$ cat src/rtl/dff_reg_arbiter_pkg.sv
// Shared types and helpers for the round-robin arbitrated Q/nQ register.
// Default N/W, FSM state encoding and search-order index helpers.
package dff_reg_arbiter_pkg;

  localparam int DEF_N = 4;
  localparam int DEF_W = 8;

  typedef enum logic [1:0] {
    IDLE   = 2'd0,
    GRANT  = 2'd1,
    LOCKED = 2'd2
  } arb_state_e;

  function automatic int ptr_width(input int n);
    return (n > 1) ? $clog2(n) : 1;
  endfunction

  // k-th requester examined when the rotating pointer sits at ptr
  function automatic int search_idx(input int ptr, input int k, input int n);
    return (ptr + k) % n;
  endfunction

  function automatic int wrap_inc(input int idx, input int n);
    return (idx + 1 >= n) ? 0 : idx + 1;
  endfunction

endpackage

$ cat src/rtl/dff_reg_arbiter_rr_pick.sv
// Combinational round-robin picker: first set req bit at or after ptr,
// wrapping modulo N; returns a one-hot winner and a valid flag.
module dff_reg_arbiter_rr_pick
  import dff_reg_arbiter_pkg::*;
#(
  parameter int N  = DEF_N,
  parameter int PW = ptr_width(N)
) (
  input  logic [N-1:0]  req_i,
  input  logic [PW-1:0] ptr_i,
  output logic [N-1:0]  onehot_o,
  output logic          valid_o
);

  logic          found;
  logic [PW-1:0] idx;

  // NOTE: every variable written here gets a default before any branch,
  // otherwise the unassigned paths would infer latches.
  always_comb begin
    onehot_o = '0;
    found    = 1'b0;
    idx      = '0;
    for (int k = 0; k < N; k++) begin
      idx = PW'(search_idx(int'(ptr_i), k, N));
      if (!found && req_i[idx]) begin
        onehot_o[idx] = 1'b1;
        found         = 1'b1;
      end
    end
    valid_o = found;
  end

endmodule

$ cat src/rtl/dff_reg_arbiter.sv
// Round-robin write controller for one shared W-bit Q/nQ register.
// Define ARB_LOCK_EN to let a holder keep ownership for back-to-back writes.
module dff_reg_arbiter
  import dff_reg_arbiter_pkg::*;
#(
  parameter int N = DEF_N,
  parameter int W = DEF_W
) (
  input  logic           CK,
  input  logic           Cr,
  input  logic           clr,
  input  logic [N-1:0]   req,
  input  logic [N-1:0]   lock,
  input  logic [N*W-1:0] wdata,
  output logic [N-1:0]   gnt,
  output logic [N-1:0]   ack,
  output logic [W-1:0]   Q,
  output logic [W-1:0]   nQ,
  output logic           busy
);

  localparam int PW = ptr_width(N);

  arb_state_e    state_q, state_d;
  logic [PW-1:0] ptr_q, ptr_d;
  logic [PW-1:0] hold_q, hold_d;
  logic [PW-1:0] hold_next, pick_idx;
  logic [N-1:0]  gnt_q, gnt_d;
  logic [N-1:0]  ack_q, ack_d;
  logic [N-1:0]  pick_oh;
  logic          pick_valid;
  logic [W-1:0]  q_q, q_d;
  logic [W-1:0]  wd [N];

  for (genvar i = 0; i < N; i++) begin : g_split
    assign wd[i] = wdata[i*W +: W];
  end

  dff_reg_arbiter_rr_pick #(.N(N), .PW(PW)) u_pick (
    .req_i    (req),
    .ptr_i    (ptr_q),
    .onehot_o (pick_oh),
    .valid_o  (pick_valid)
  );

  always_comb begin
    pick_idx = '0;
    for (int i = 0; i < N; i++) begin
      if (pick_oh[i]) pick_idx = PW'(i);
    end
  end

  assign hold_next = PW'(wrap_inc(int'(hold_q), N));

`ifdef ARB_LOCK_EN
`else
  logic unused_lock;
  assign unused_lock = ^lock;
`endif

  always_comb begin
    state_d = state_q;
    ptr_d   = ptr_q;
    hold_d  = hold_q;
    gnt_d   = '0;
    ack_d   = '0;
    q_d     = q_q;
    case (state_q)
      IDLE: begin
        if (pick_valid) begin
          gnt_d   = pick_oh;
          hold_d  = pick_idx;
          state_d = GRANT;
        end
      end
      GRANT, LOCKED: begin
        state_d = IDLE;
        if (req[hold_q]) begin
          q_d           = wd[hold_q];
          ack_d[hold_q] = 1'b1;
`ifdef ARB_LOCK_EN
          if (lock[hold_q]) begin
            gnt_d   = gnt_q;
            state_d = LOCKED;
          end else begin
            ptr_d = hold_next;
          end
`else
          ptr_d = hold_next;
`endif
        end
      end
      default: state_d = IDLE;
    endcase
    // Clear beats any write landing on the same edge; the pointer stays put.
    if (clr) begin
      state_d = IDLE;
      ptr_d   = ptr_q;
      gnt_d   = '0;
      ack_d   = '0;
      q_d     = '0;
    end
  end

  // NOTE: state registers use non-blocking assignments so every flop samples
  // its pre-edge inputs regardless of statement order.
  always_ff @(posedge CK) begin
    if (Cr) begin
      state_q <= IDLE;
      ptr_q   <= '0;
      hold_q  <= '0;
      gnt_q   <= '0;
      ack_q   <= '0;
      q_q     <= '0;
    end else begin
      state_q <= state_d;
      ptr_q   <= ptr_d;
      hold_q  <= hold_d;
      gnt_q   <= gnt_d;
      ack_q   <= ack_d;
      q_q     <= q_d;
    end
  end

  assign gnt  = gnt_q;
  assign ack  = ack_q;
  assign Q    = q_q;
  assign nQ   = ~q_q;
  assign busy = (state_q != IDLE);

endmodule

$ cat config.mk
export PLATFORM = sky130hd
export DESIGN_NAME = dff_reg_arbiter
export DESIGN_NICKNAME = d
export VERILOG_FILES = /design/src/rtl/dff_reg_arbiter_pkg.sv /design/src/rtl/dff_reg_arbiter_rr_pick.sv /design/src/rtl/dff_reg_arbiter.sv
export SDC_FILE = /design/constraint.sdc
export NUM_CORES = 1
export LEC_CHECK = 0
export ABC_AREA = 1
export CORE_UTILIZATION = 44
export CTS_BUF_LIST = sky130_fd_sc_hd__clkbuf_8
export CTS_CLUSTER_SIZE = 16
export DETAILED_ROUTE_END_ITERATION = 10
export HOLD_SLACK_MARGIN = 0.12
export PLACE_DENSITY = 0.94
export SETUP_SLACK_MARGIN = 0.5
export SYNTH_ARGS = -nofsm -noshare
export SYNTH_HDL_FRONTEND = slang
export SYNTH_HIERARCHICAL = 1
export SYNTH_SLANG_ARGS = --single-unit
$ cat constraint.sdc
create_clock -name CK -period 2.4 [get_ports CK]
set_input_delay 0.24 -clock CK [delete_from_list [all_inputs] [get_ports CK]]
set_output_delay 0.24 -clock CK [all_outputs]
set_load 0.1 [all_outputs]
==> results.sh <==
export IMPL_finalSetupViolCount=0
export IMPL_setup_slack_ns=0.6735
export IMPL_dr_total_vias=1778
export IMPL_first_iter_violations=99
export IMPL_dieHeight_um=61.91
export IMPL_crit_path_frequent_cell="inv_1"
export IMPL_rows=21
export IMPL_drv_slew=0
export IMPL_ff2ff_setup_slack_ns=0.67
export IMPL_worstSetupEndpointType="flop"
export IMPL_cts_tree="built"
export IMPL_placed_cells=361
export IMPL_antenna_found_initial=0
export IMPL_nFillCells=278
export IMPL_coreArea_sq_um=3390
export IMPL_required_ns=2.58
export IMPL_slew_headroom_pct=61.37
export IMPL_drc=0
export IMPL_synth_cells=255
export IMPL_antenna_cells=0
export IMPL_vias_per_cell=4.858
export IMPL_hpwl_mm=3.107
export IMPL_drt_first_pass_iters=4
export IMPL_outcome="complete, no violations"
export IMPL_cts_root_buf="clkbuf_8"
export IMPL_period_share_pct=71.94
export IMPL_fp_dieW_um=61.91
export IMPL_cts_path_max_buffers=2
export IMPL_syn_to_final_growth_pct=45.40
export IMPL_clkSinkCount=21
export IMPL_ys_flop_type="dfxtp_1"
export IMPL_nets=374
export IMPL_cp_num_buf_inv=4
export IMPL_critPathLaunchType="flop"
export IMPL_wirelength_mm=4.190
export IMPL_timing_hold_ws_ns=0.5486
export IMPL_path_delay_family="compound AO/OA/AOI/OAI gates"
export IMPL_synth_top_cell_by_area="dfxtp_1"
export IMPL_min_path_type="flop to flop"
export IMPL_avgRoutedWirePerCell_um=11.45
export IMPL_path_clk_slew_ns=0.07
export IMPL_seq_area_sq_um=435.4
export IMPL_tightest_slew_ns=0.5789
export IMPL_path_cells="inv_4, ha_4, inv_2, nand3_1, o21a_1, inv_1, nand2_1, inv_1, nor2_2, o21ai_0, a31oi_1"
export IMPL_synthArstFlopShare_pct=0
export IMPL_netlist_area_sq_um=1579
export IMPL_multi_input_area_sq_um=996.0
export IMPL_track_usage_pct=21.26
export IMPL_synth_top_area_share_pct=26.62
export IMPL_power_density_nw_per_um2=489.6
export IMPL_die_area_sq_um=3832
export IMPL_numCtsBuffers=3
export IMPL_fin_crit_ns=1.726
export IMPL_yosys_top_cells_count="nor2_1 (69), nand2_1 (55), inv_1 (33), dfxtp_1 (21)"
export IMPL_seq_area_frac_synth_pct=26.62
export IMPL_ys_ff_latch=21
export IMPL_port_buffers=63
export IMPL_fmax_ghz=0.5792
export IMPL_ios=68
export IMPL_path_class="flop to flop"
export IMPL_ir_drop_mv=0.3479
export IMPL_skew_ns=0.003381
export IMPL_htree_levels=1
export IMPL_drive_gt1_share_pct=23.44
export IMPL_worstPathArrival_ns=1.91
export IMPL_clk_latency_ns=0.25
export IMPL_yosysMostFrequentCell="nor2_1"
export IMPL_synth_area_leaders="dfxtp_1 (27%), nor2_1 (16%), nand2_1 (13%)"
export IMPL_layout_cells_non_filler=366
export IMPL_cp_max_fo=9
export IMPL_synth_nets=308
export IMPL_grt_start_max_net_pins=22
export IMPL_overflow=0
export IMPL_cap_violations=0
export IMPL_yosysUniqueCellTypes=21
export IMPL_p_leak_uw=0.001115
export IMPL_post_place_ws_ns=0.4069
export IMPL_syn_area_per_cell_sq_um=6.192
export IMPL_slowest_delay_ns=0.37
export IMPL_ant_nets=0
export IMPL_rsz0062_at_grt="false"
export IMPL_grt_pass1_vias=1439
export IMPL_grt_pass1_wl_mm=6.120
export IMPL_cp_slowest_cell="dfxtp_4"
export IMPL_gp_congestion=0.8873
export IMPL_finalHoldViolCount=0
export IMPL_synth_edff_count=0
export IMPL_yosysWarnings=6
export IMPL_initial_core_util_pct=46.59
export IMPL_fin_tns_setup_ns=0
-- what timing repair did --
action	in CTS	in global routing
setup endpoints to repair	7	7
hold buffers	0	0
cloned	0	0
setup buffers	1	0
hold endpoints to repair	0	0
resized for setup	2	7
pin swaps	0	0
-- metrics by stage --
step	cell area [sq um]	power (uW)	util, %
final	2296	1124	67.74
after global routing	2296	1201	67.74
after CTS	2275	1121	67.11
after detailed placement	2217	898.0	65.41
after global placement	2217	886.7	65.41
after floorplan	1620	765.0	-
-- where the power goes --
part | total, uW | switching, uW | internal (uW) | leakage [uW]
sequential | 379 | 12.3 | 366 | 0.000176
combinational | 523 | 342 | 181 | 0.000913
clock | 222 | 108 | 114 | 0.0000269
total | 1120 | 463 | 661 | 0.00112
-- worst min-delay path, delay by kind of cell (launching register included) --
family,cells,cell delay (ns)
AND/OR/NAND/NOR,3,0.12
buffers and inverters,1,0.06
flip-flops,1,0.33
-- routing by layer --
metal | vias to the layer above | track usage (%) | part of all wire, %
li1 | 912 | - | -
met1 | 794 | 25.62 | 42
met2 | 66 | 39.48 | 51
met3 | 6 | 2.899 | 5.6
met4 | 0 | 5.397 | 1.3
met5 | - | 0 | 0
-- state kept, by name, indices dropped and copies added (netlist names) --
name and flops:
Q 8, ack 4, gnt 4, hold_q 2, ptr_q 2, state_q 1
-- cell families (layout without fill, tap and decap cells) --
group           Yosys count  after routing  share of synthesized area (%)
fa+ha+maj                10             10                          7.924
buf+inv                  41            106                          11.57
flops                    21             21                          26.62
compound gates           22             22                          7.211
simple gates            161            161                          46.67
-- layout make-up --
class,count,share of cell area (%)
Multi-Input combinational cell,193,43.38
Timing Repair Buffer,67,26.05
Sequential cell,21,18.96
Inverter,35,7.139
Tap cell,46,2.507
Clock buffer,3,1.798
Clock inverter,1,0.1635
-- worst paths after layout --
| path | start | to | depth (start not counted) |
|---|---|---|---|
| setup / recovery | ptr_q[0]$_SDFFE_PP0P_ | hold_q[1]$_SDFFE_PP0P_ | 11 |
| hold / removal | Q[5]$_SDFFE_PP0P_ | Q[5]$_SDFFE_PP0P_ | 4 |
| setup reg to reg | ptr_q[0]$_SDFFE_PP0P_ | hold_q[1]$_SDFFE_PP0P_ | 11 |
| hold reg to reg | Q[5]$_SDFFE_PP0P_ | Q[5]$_SDFFE_PP0P_ | 4 |
-- layout by cell type, fill, tap and decap left out, drive strengths merged --
cell	n
a21oi	2
a31oi	1
buf	29
clkbuf	3
clkdlybuf4s50	38
clkinvlp	8
dfxtp	21
ha	10
inv	28
nand2	64
nand3	24
nand4	2
nor2	71
o21a	1
o21ai	18
Note: power is estimated with default switching activity, not from simulation.
